`config.mk`:
```
export PLATFORM = sky130hd
export DESIGN_NAME = spi_inst_receiver_flat
export DESIGN_NICKNAME = d
export VERILOG_FILES = /design/src/rtl/spi_inst_receiver_if.sv /design/src/rtl/spi_inst_receiver.sv /design/src/flat_wrapper.sv
export SDC_FILE = /design/constraint.sdc
export NUM_CORES = 1
export LEC_CHECK = 0
export CAP_MARGIN = 20
export CORE_ASPECT_RATIO = 0.8
export CORE_MARGIN = 2
export CORE_UTILIZATION = 36
export DETAILED_ROUTE_END_ITERATION = 16
export SLEW_MARGIN = 20
export SYNTH_ARGS = -nofsm -noshare
export SYNTH_HDL_FRONTEND = slang
export SYNTH_SLANG_ARGS = --single-unit
```
`constraint.sdc`:
```
create_clock -name clk -period 2.55 [get_ports clk]
set_input_delay 0.51 -clock clk [delete_from_list [all_inputs] [get_ports clk]]
set_output_delay 0.51 -clock clk [all_outputs]
set_load 0.02 [all_outputs]
```
`src/rtl/spi_inst_receiver_if.sv`:
```
// SPI pins plus the task-manager handshake for spi_inst_receiver.
// The receiver uses the slave modport; the Pi/task-manager side uses master.
interface spi_inst_receiver_if #(
   parameter int N = 80
);
   logic         sclk;
   logic         cs_n;
   logic         mosi;
   logic         miso;
   logic [N-1:0] RPi_inst;
   logic         execute_task;
   logic         inst_valid;
   logic         job_done;
   logic         busy;
   logic [7:0]   frame_count;

   modport slave (
      input  sclk, cs_n, mosi, inst_valid, job_done,
      output miso, RPi_inst, execute_task, busy, frame_count
   );

   modport master (
      output sclk, cs_n, mosi, inst_valid, job_done,
      input  miso, RPi_inst, execute_task, busy, frame_count
   );
endinterface

```
`src/rtl/spi_inst_receiver.sv`:
```
// SPI mode-0 slave that collects N-bit instructions, hands them to the task
// manager through execute_task, and returns a status byte on MISO.
module spi_inst_receiver #(
   parameter int N           = 80,
   parameter int SYNC_STAGES = 2
) (
   input logic               clk,
   input logic               reset_n,
   spi_inst_receiver_if.slave bus
);
   localparam int CW = $clog2(N + 2);

   typedef enum logic [1:0] {IDLE, ISSUE, WAIT_DONE} state_t;

   state_t                 state_q, state_d;
   logic [SYNC_STAGES-1:0] sclk_sync, cs_sync, mosi_sync;
   logic                   sclk_d, cs_d;
   logic                   sclk_s, cs_s, mosi_s;
   logic                   sclk_rise, sclk_fall, cs_rise, cs_fall;
   logic [N-1:0]           shreg, inst_q;
   logic [CW-1:0]          bit_cnt;
   logic [7:0]             frame_cnt, miso_sr;
   logic                   len_err, busy_err, rej_err;
   logic                   accept, reject, exec_w, busy_w;

   // cs_n synchronizer resets to the deasserted level so reset release is not a frame end
   always_ff @(posedge clk or negedge reset_n) begin
      if (!reset_n) begin
         sclk_sync <= '0;
         cs_sync   <= '1;
         mosi_sync <= '0;
         sclk_d    <= 1'b0;
         cs_d      <= 1'b1;
      end else begin
         sclk_sync <= {sclk_sync[SYNC_STAGES-2:0], bus.sclk};
         cs_sync   <= {cs_sync[SYNC_STAGES-2:0], bus.cs_n};
         mosi_sync <= {mosi_sync[SYNC_STAGES-2:0], bus.mosi};
         sclk_d    <= sclk_s;
         cs_d      <= cs_s;
      end
   end

   assign sclk_s    = sclk_sync[SYNC_STAGES-1];
   assign cs_s      = cs_sync[SYNC_STAGES-1];
   assign mosi_s    = mosi_sync[SYNC_STAGES-1];
   assign sclk_rise = sclk_s & ~sclk_d;
   assign sclk_fall = ~sclk_s & sclk_d;
   assign cs_rise   = cs_s & ~cs_d;
   assign cs_fall   = ~cs_s & cs_d;

   assign accept = cs_rise && (bit_cnt == CW'(N)) && (state_q == IDLE);
   assign reject = (state_q == ISSUE) && bus.job_done && !bus.inst_valid;

   always_ff @(posedge clk or negedge reset_n) begin
      if (!reset_n) begin
         shreg     <= '0;
         bit_cnt   <= '0;
         inst_q    <= '0;
         frame_cnt <= '0;
         miso_sr   <= '0;
         len_err   <= 1'b0;
         busy_err  <= 1'b0;
         rej_err   <= 1'b0;
      end else begin
         if (cs_rise)
            bit_cnt <= '0;
         else if (sclk_rise && !cs_s) begin
            shreg <= {shreg[N-2:0], mosi_s};
            if (bit_cnt != CW'(N + 1))
               bit_cnt <= bit_cnt + 1'b1;
         end

         // status is snapshotted at frame start; leftover bits are dropped at frame end
         if (cs_fall)
            miso_sr <= {bus.job_done, bus.inst_valid, busy_w, len_err, busy_err, rej_err, 2'b00};
         else if (cs_rise)
            miso_sr <= '0;
         else if (sclk_fall && !cs_s)
            miso_sr <= {miso_sr[6:0], 1'b0};

         if (accept) begin
            inst_q    <= shreg;
            frame_cnt <= frame_cnt + 8'd1;
            len_err   <= 1'b0;
            busy_err  <= 1'b0;
            rej_err   <= 1'b0;
         end else begin
            if (cs_rise && bit_cnt != CW'(N)) len_err  <= 1'b1;
            if (cs_rise && state_q != IDLE)   busy_err <= 1'b1;
            if (reject)                       rej_err  <= 1'b1;
         end
      end
   end

   always_ff @(posedge clk or negedge reset_n) begin
      if (!reset_n) state_q <= IDLE;
      else          state_q <= state_d;
   end

   // job_done low wins over inst_valid low: the task manager already took the job
   always_comb begin
      state_d = state_q;
      exec_w  = 1'b0;
      busy_w  = 1'b0;
      unique case (state_q)
         IDLE: begin
            if (accept) state_d = ISSUE;
         end
         ISSUE: begin
            exec_w = 1'b1;
            busy_w = 1'b1;
            if (!bus.job_done)        state_d = WAIT_DONE;
            else if (!bus.inst_valid) state_d = IDLE;
         end
         WAIT_DONE: begin
            busy_w = 1'b1;
            if (bus.job_done) state_d = IDLE;
         end
         default: state_d = IDLE;
      endcase
   end

   assign bus.miso         = miso_sr[7];
   assign bus.RPi_inst     = inst_q;
   assign bus.execute_task = exec_w;
   assign bus.busy         = busy_w;
   assign bus.frame_count  = frame_cnt;
endmodule

```
`src/flat_wrapper.sv`:
```
// flat-port wrapper written by rule: the top's interface ports become plain ports
module spi_inst_receiver_flat 
#(
   parameter int N           = 80,
   parameter int SYNC_STAGES = 2
)
  (clk, reset_n, bus_sclk, bus_cs_n, bus_mosi, bus_inst_valid, bus_job_done, bus_miso, bus_RPi_inst, bus_execute_task, bus_busy, bus_frame_count);
  spi_inst_receiver_if #(.N(N)) bus_i ();
  input logic clk;
  input logic reset_n;
  input wire logic [$bits(bus_i.sclk)-1:0] bus_sclk;
  input wire logic [$bits(bus_i.cs_n)-1:0] bus_cs_n;
  input wire logic [$bits(bus_i.mosi)-1:0] bus_mosi;
  input wire logic [$bits(bus_i.inst_valid)-1:0] bus_inst_valid;
  input wire logic [$bits(bus_i.job_done)-1:0] bus_job_done;
  output wire logic [$bits(bus_i.miso)-1:0] bus_miso;
  output wire logic [$bits(bus_i.RPi_inst)-1:0] bus_RPi_inst;
  output wire logic [$bits(bus_i.execute_task)-1:0] bus_execute_task;
  output wire logic [$bits(bus_i.busy)-1:0] bus_busy;
  output wire logic [$bits(bus_i.frame_count)-1:0] bus_frame_count;
  assign bus_i.sclk = bus_sclk;
  assign bus_i.cs_n = bus_cs_n;
  assign bus_i.mosi = bus_mosi;
  assign bus_i.inst_valid = bus_inst_valid;
  assign bus_i.job_done = bus_job_done;
  assign bus_miso = bus_i.miso;
  assign bus_RPi_inst = bus_i.RPi_inst;
  assign bus_execute_task = bus_i.execute_task;
  assign bus_busy = bus_i.busy;
  assign bus_frame_count = bus_i.frame_count;
  spi_inst_receiver #(.N(N), .SYNC_STAGES(SYNC_STAGES)) u_core (.clk(clk), .reset_n(reset_n), .bus(bus_i));
endmodule
```
==> load_flow_metrics.sql, run 1 <==
INSERT INTO impl_metrics (metric_group, metric, value, unit) VALUES
('outcome', 'outcome', 'finished clean', ''),
('pwr', 'total_switching_power', '1.54', 'mW'),
('final_layout', 'design.final.nets', '759', ''),
('pwr', 'fin_total_pwr', '6.47', 'mW'),
('detailed_routing', 'drt.antenna.violating_nets', '0', ''),
('global_routing', 'grt_pass1_wl', '24300', 'um'),
('synthesis', 'post-synth-top-area-fraction', '63.4', '%'),
('timing', 'post-route-worst-setup-slack', '0.162', 'ns'),
('final_layout', 'final_cell_mix', '257 x sky130_fd_sc_hd__nand2_1, 191 x sky130_fd_sc_hd__dfrtp_1, 96 x sky130_fd_sc_hd__clkdlybuf4s50_1', ''),
('synthesis', 'synth_fp_nets', '664', ''),
('floorplanning', 'placeableCoreArea', '20600', 'um^2'),
('placement', 'place.detailed.instances', '994', ''),
('critical_path', 'timing_worst_setup_path_type', 'flip-flop to output port', ''),
('synthesis', 'yosys-top-cells-area', 'sky130_fd_sc_hd__dfrtp_1 63%, sky130_fd_sc_hd__nand2_1 13%, sky130_fd_sc_hd__mux2_2 13%, sky130_fd_sc_hd__buf_2 1.3%, sky130_fd_sc_hd__ha_1 1.3%', ''),
('synthesis', 'dominantRegCellSynth', 'sky130_fd_sc_hd__dfrtp_1', ''),
('pwr', 'power.combinational.fraction', '7.2', '%'),
('final_layout', 'instances_no_fill', '1026', ''),
('synthesis', 'synthDistinctLibCells', '35', ''),
('clocking', 'cts-root-to-sink-buffers', '2', ''),
('timing', 'timing.final.crit_period', '2.39', 'ns'),
('critical_path', 'r2r_end', 'u_core.bus.frame_count[0]', ''),
('pwr', 'seq_power_share', '50.7', '%'),
('critical_path', 'reg2reg_depth', '3', ''),
('critical_path', 'required', '2.04', 'ns'),
('placement', 'post-place-ws', '0.375', 'ns'),
('placement', 'port_buffers', '97', ''),
('clocking', 'post_cts_resized', '0', ''),
('timing', 'fmaxAchievable', '419', 'MHz'),
('timing', 'timing.final.hold_violations', '0', ''),
('final_layout', 'postLayoutCellArea', '9460', 'um^2'),
('detailed_routing', 'vias_per_cell', '4.56', ''),
('synthesis', 'syn_area_cell', '11.6', 'um^2'),
('detailed_routing', 'firstDrtPassIters', '4', ''),
('floorplanning', 'floorplan.die.width', '166', 'um'),
('floorplanning', 'floorplan.die_area', '22100', 'um^2'),
('final_layout', 'leading_cell_type_in_the_layout_fill_and_taps_excluded', 'sky130_fd_sc_hd__nand2_1', ''),
('critical_path', 'timing.critical_path.arrival', '1.88', 'ns'),
('critical_path', 'worst_setup_path_start_kind', 'flip-flop', ''),
('critical_path', 'start_of_the_worst_register_to_register_path', 'u_core.bit_cnt[2]', ''),
('global_routing', 'antenna_violations_before_repair', '0', ''),
('critical_path', 'endpoint', 'bus_busy', ''),
('global_routing', 'global_route.usage.total', '13.6', '%'),
('run', 'timing.max_cap.violations', '0', ''),
('pwr', 'vdd.ir_drop.worst', '0.397', 'mV'),
('synthesis', 'synthesis.yosys.warnings', '0', ''),
('timing', 'slew_headroom', '41.0', '%'),
('clocking', 'cts.sink_count', '194', ''),
('worst_hold_path', 'worstHoldPathType', 'input pin to async pin', ''),
('detailed_routing', 'drc', '0', ''),
('synthesis', 'synth_area', '7540', 'um^2'),
('pwr', 'power_density', '684', 'nW/um^2'),
('global_routing', 'pin_count_of_the_biggest_net_entering_global_routing', '83', ''),
('timing', 'finalSetupViolations', '0', ''),
('placement', 'gp_routability_congestion', '0.725', ''),
('final_layout', 'layout.core_utilization', '45.8', '%'),
('final_layout', 'final.fill_count', '1911', ''),
('critical_path', 'crit_startpoint', 'u_core.state_q[0]', ''),
('floorplanning', 'floorplan.rows', '47', ''),
('detailed_routing', 'detail_route.iter0.violations', '281', ''),
('floorplanning', 'io_pins', '98', ''),
('timing', 'worstMarginPinSlew', '0.885', 'ns'),
('final_layout', 'area_growth', '25.4', '%'),
('critical_path', 'crit_path_end_kind', 'output port', ''),
('detailed_routing', 'vias', '4680', ''),
('clocking', 'tritoncts', 'yes', ''),
('detailed_routing', 'routed_wire_length_per_instance', '13.6', 'um'),
('synthesis', 'post_synth_inst_count', '649', ''),
('pwr', 'p_leak', '4.73', 'nW'),
('floorplanning', 'chipHeight', '133', 'um'),
('final_layout', 'total_inserted_antenna_cells', '0', ''),
('critical_path', 'critical_path_peak_fanout', '3', '');
## registers in the layout, indices dropped and copies added, names as in the netlist
register,count
u_core.len_err,1
u_core.rej_err,1
u_core.sclk_d,1
u_core.bit_cnt,7
u_core.cs_sync,2
u_core.bus.RPi_inst,80
u_core.miso_sr,6
u_core.state_q,2
u_core.sclk_sync,2
u_core.shreg,80
u_core.bus.frame_count,8
u_core.cs_d,1
u_core.busy_err,1
u_core.mosi_sync,2
## logic make-up (layout without fill, tap and decap cells)
| group | Yosys count | after routing | share of synthesized area, % |
|---|---|---|---|
| multiplexers | 92 | 92 | 13.7 |
| XOR/XNOR | 10 | 10 | 1.16 |
| AO/OA/AOI/OAI | 20 | 20 | 1.76 |
| buffers and inverters | 37 | 145 | 2.17 |
| AND/OR/NAND/NOR | 288 | 288 | 15.5 |
| flip-flops | 194 | 194 | 64.4 |
| adder cells (fa/ha/maj) | 8 | 8 | 1.33 |
## synth_stat cells (all sizes together) (4+ instances only)
library cell and number:
nand2 257, dfrtp 191, mux2 85, buf 20, clkbuf 10, o21ai 9
ha 8, xnor2 8, inv 7, mux2i 7, nand4 6, nor2 6
nand2b 4
## layout make-up
cell class                      count  area, um^2  share of cell area, %
Clock buffer                       19         453                   4.79
Clock inverter                     13         151                   1.60
Inverter                            7        26.3                  0.278
Multi-Input combinational cell    418        2530                   26.7
Sequential cell                   194        4860                   51.4
Tap cell                          269         337                   3.56
Timing Repair Buffer              106        1100                   11.7
## worst max-delay path, cell delays in order (launching register included)
cell and delay [ns]:
sky130_fd_sc_hd__dfrtp_1 0.39, sky130_fd_sc_hd__inv_1 0.10, sky130_fd_sc_hd__ha_1 0.34, sky130_fd_sc_hd__clkdlybuf4s50_1 0.62
## per-layer routing
metal / track usage, % / vias to the layer above / share of wire (%)
met4: 5.12 / 0 / 1.6
li1: - / 2302 / -
met1: 18.7 / 2285 / 50
met5: 0 / - / 0
met2: 21.1 / 77 / 45
met3: 3.18 / 16 / 3.2
## power by group through the flow
stage                     registers [mW]  clock network, mW  logic, mW
after global placement              3.33                  0      0.458
after detailed placement            3.33                  0      0.478
after CTS                           3.28               2.79      0.478
after global routing                3.29               2.92      0.519
final                               3.28               2.72      0.468
after floorplan                     3.30                  0      0.297
## worst min-delay path by stage
stage                             start                 endpoint  slack, ns
finish                          reset_n  u_core.bus.RPi_inst[69]       0.08
global route                    reset_n         u_core.shreg[65]       0.13
CTS                             reset_n  u_core.bus.RPi_inst[69]       0.11
detailed placement  u_core.mosi_sync[0]      u_core.mosi_sync[1]       0.34
global placement    u_core.mosi_sync[0]      u_core.mosi_sync[1]       0.34
floorplan                       reset_n        u_core.bit_cnt[0]       0.21
(Power assumes the default switching activity.)
==> run 2, diff against run 1 <==
--- a/config.mk
+++ b/config.mk
@@ -5,11 +5,12 @@
 export SDC_FILE = /design/constraint.sdc
 export NUM_CORES = 1
 export LEC_CHECK = 0
-export CAP_MARGIN = 20
+export CAP_MARGIN = 25
 export CORE_ASPECT_RATIO = 0.8
 export CORE_MARGIN = 2
 export CORE_UTILIZATION = 36
 export DETAILED_ROUTE_END_ITERATION = 16
+export GPL_ROUTABILITY_DRIVEN = 0
 export SLEW_MARGIN = 20
 export SYNTH_ARGS = -nofsm -noshare
 export SYNTH_HDL_FRONTEND = slang
==> results of run 2 <==
Final layout, timing and power as in run 1 (identical DEF).
==> run 3, diff against run 2 <==
--- a/config.mk
+++ b/config.mk
@@ -11,6 +11,7 @@
 export CORE_UTILIZATION = 36
 export DETAILED_ROUTE_END_ITERATION = 16
 export GPL_ROUTABILITY_DRIVEN = 0
+export PLACE_DENSITY = 0.58
 export SLEW_MARGIN = 20
 export SYNTH_ARGS = -nofsm -noshare
 export SYNTH_HDL_FRONTEND = slang
==> run 3 against run 2 <==
  * Worst setup slack better by 0.035 ns
  * Worst hold slack got worse by 0.051 ns
  * Final area shrank 0.13%
  * Via count increased by 2.5%
  * Global-route usage grew 0.55 points
  * Fmax increased by 1.5%
  * Final cell count did not move
  * Die area did not move
  * Critical endpoint unchanged
  * Largest cell class unchanged
  * Largest power group unchanged
  * Highest routed layer unchanged
==> load_flow_metrics.sql, run 3 (synthesized netlist as in run 1, its figures left out) <==
INSERT INTO impl_metrics (metric_group, metric, value, unit) VALUES
('timing', 'tns_setup', '0', 'ns'),
('clocking', 'cts-root-to-sink-buffers', '2', ''),
('pwr', 'power.combinational.fraction', '7.4', '%'),
('timing', 'fmaxAchievable', '425', 'MHz'),
('pwr', 'p_leak', '4.73', 'nW'),
('pwr', 'cellInternalPower', '4.81', 'mW'),
('critical_path', 'timing_worst_setup_path_type', 'flip-flop to output port', ''),
('pwr', 'clock_power_share', '41.5', '%'),
('floorplanning', 'floorplan.die.width', '166', 'um'),
('global_routing', 'global_route.usage.total', '14.1', '%'),
('pwr', 'seq_power_share', '51.1', '%'),
('final_layout', 'final_cell_mix', '257 x sky130_fd_sc_hd__nand2_1, 191 x sky130_fd_sc_hd__dfrtp_1, 96 x sky130_fd_sc_hd__clkdlybuf4s50_1', ''),
('timing', 'post-route-worst-setup-slack', '0.197', 'ns'),
('floorplanning', 'chipHeight', '133', 'um'),
('clocking', 'tritoncts', 'yes', ''),
('timing', 'finClkSkew', '0.0104', 'ns'),
('pwr', 'switching_share_of_total_power', '25.0', '%'),
('timing', 'finalSetupViolations', '0', ''),
('global_routing', 'globalRouteOverflowTotal', '0', ''),
('outcome', 'outcome', 'finished clean', ''),
('clocking', 'root_buffer', 'sky130_fd_sc_hd__clkbuf_16', ''),
('worst_hold_path', 'worstHoldPathType', 'input pin to async pin', ''),
('clocking', 'h-tree-depth', '4', ''),
('placement', 'dp.final_hpwl', '9720', 'um'),
('pwr', 'power_density', '678', 'nW/um^2'),
('critical_path', 'timing.critical_path.arrival', '1.84', 'ns'),
('global_routing', 'pin_count_of_the_biggest_net_entering_global_routing', '64', ''),
('critical_path', 'reg2reg_depth', '6', ''),
('clocking', 'cts.repair_timing.setup_buffer_count', '0', ''),
('critical_path', 'cpPeakStageDelay', '0.62', 'ns'),
('floorplanning', 'floorplan.die_area', '22100', 'um^2'),
('timing', 'rsz_0062_raised_after_global_routing', 'no', ''),
('clocking', 'path_clk_slew', '0.07', 'ns'),
('detailed_routing', 'detail_route.iter0.violations', '331', ''),
('detailed_routing', 'vias_per_cell', '4.68', ''),
('floorplanning', 'floorplan.initialDensity', '36.5', '%'),
('placement', 'placed_cell_area', '8850', 'um^2'),
('final_layout', 'postLayoutCellArea', '9450', 'um^2'),
('pwr', 'total_switching_power', '1.60', 'mW'),
('critical_path', 'crit_path_end_kind', 'output port', ''),
('timing', 'whs', '0.0267', 'ns'),
('final_layout', 'layout-drive-gt1-share', '18.0', '%'),
('timing', 'timing.final.hold_violations', '0', ''),
('timing', 'fin_crit_sh', '92.3', '%'),
('floorplanning', 'io_pins', '98', ''),
('clocking', 'post_cts_resized', '0', ''),
('global_routing', 'first_global_vias', '5062', ''),
('floorplanning', 'placeableCoreArea', '20600', 'um^2'),
('final_layout', 'area_growth', '25.3', '%'),
('floorplanning', 'floorplan.rows', '47', ''),
('global_routing', 'antenna_violations_before_repair', '0', ''),
('pwr', 'vdd.ir_drop.worst', '0.466', 'mV'),
('final_layout', 'leading_cell_type_in_the_layout_fill_and_taps_excluded', 'sky130_fd_sc_hd__nand2_1', ''),
('detailed_routing', 'drt.antenna.violating_nets', '0', ''),
('final_layout', 'total_inserted_antenna_cells', '0', ''),
('critical_path', 'timing.critical_path.cells', 'inv_1 -> ha_1 -> clkdlybuf4s50_1', ''),
('critical_path', 'required', '2.04', 'ns'),
('timing', 'slew_headroom', '63.3', '%'),
('critical_path', 'critical_path_peak_fanout', '3', ''),
('detailed_routing', 'routed_wire_length_per_instance', '14.4', 'um'),
('clocking', 'cts.hold.buffers_added', '0', ''),
('timing', 'timing.final.crit_period', '2.35', 'ns'),
('critical_path', 'worst_path_max_delay_cell', 'sky130_fd_sc_hd__clkdlybuf4s50_1', ''),
('run', 'timing.max_cap.violations', '0', ''),
('placement', 'port_buffers', '97', ''),
('timing', 'worstMarginPinSlew', '0.545', 'ns'),
('clocking', 'cts.sink_count', '194', ''),
('detailed_routing', 'vias', '4797', ''),
('clocking', 'numCtsBuffers', '17', ''),
('timing', 'slew_limit_fails', '0', ''),
('placement', 'post-place-ws', '0.413', 'ns'),
('clocking', 'clk_latency', '0.43', 'ns'),
('final_layout', 'design.final.nets', '759', ''),
('global_routing', 'grt_pass1_wl', '25400', 'um'),
('final_layout', 'layout.core_utilization', '45.8', '%'),
('detailed_routing', 'route.final.wire_length', '14800', 'um'),
('critical_path', 'worst_setup_path_start_kind', 'flip-flop', ''),
('detailed_routing', 'drc', '0', ''),
('detailed_routing', 'firstDrtPassIters', '4', '');
==> run 3: cell count changes in the layout (fill, tap and decap cells not counted), sizes merged <==
cell      previous run  this run
bufinv               2         1
clkbuf              20        18
clkinv               5         7
clkinvlp             2         1
inv                 11        13
==> run 3: stage by stage <==
step | cells | power (mW)
3_5_place_dp | 994 | 3.82
5_1_grt | 1026 | 6.69
4_1_cts | 1026 | 6.50
3_3_place_gp | 994 | 3.78
6_report | 1026 | 6.41
2_1_floorplan | 649 | 3.60
==> run 3: path summary, 6_finish.rpt <==
check	startpoint	endpoint	slack [ns]
max	u_core.state_q[0]	bus_busy	0.20
min	reset_n	u_core.bus.RPi_inst[14]	0.03
max reg2reg	u_core.bit_cnt[0]	u_core.bus.frame_count[0]	0.43
min reg2reg	u_core.sclk_sync[0]	u_core.sclk_sync[1]	0.35
max in group asynchronous	reset_n	u_core.bus.RPi_inst[55]	1.67
min in group clk	u_core.sclk_sync[0]	u_core.sclk_sync[1]	0.35
==> run 3: layout make-up <==
cell class | instances | area (um^2)
tap | 269 | 337
multi-input combinational | 418 | 2520
clock inverter | 15 | 169
clock buffer | 17 | 425
sequential | 194 | 4860
fill | 1896 | 11200
inverter | 7 | 26.3
timing repair buffer | 106 | 1100
==> run 3: worst max-delay path, delay by kind of cell, from the launching register on <==
kind	cells	cell delay, ns
buf+inv	2	0.71
flops	1	0.38
fa+ha+maj	1	0.33
==> run 3: power groups by stage <==
stage	logic (mW)	registers, mW	clock network [mW]
floorplan	0.297	3.30	0
global placement	0.459	3.33	0
detailed placement	0.484	3.34	0
CTS	0.487	3.27	2.74
global route	0.522	3.29	2.88
finish	0.473	3.28	2.66
==> run 3: layer usage <==
metal  vias up  track usage, %  part of all wire (%)
met2        91            22.3                    46
met3        13            4.16                   4.1
met1      2403            19.2                    49
li1       2290               -                     -
met5         -               0                     0
met4         0            3.86                   1.2
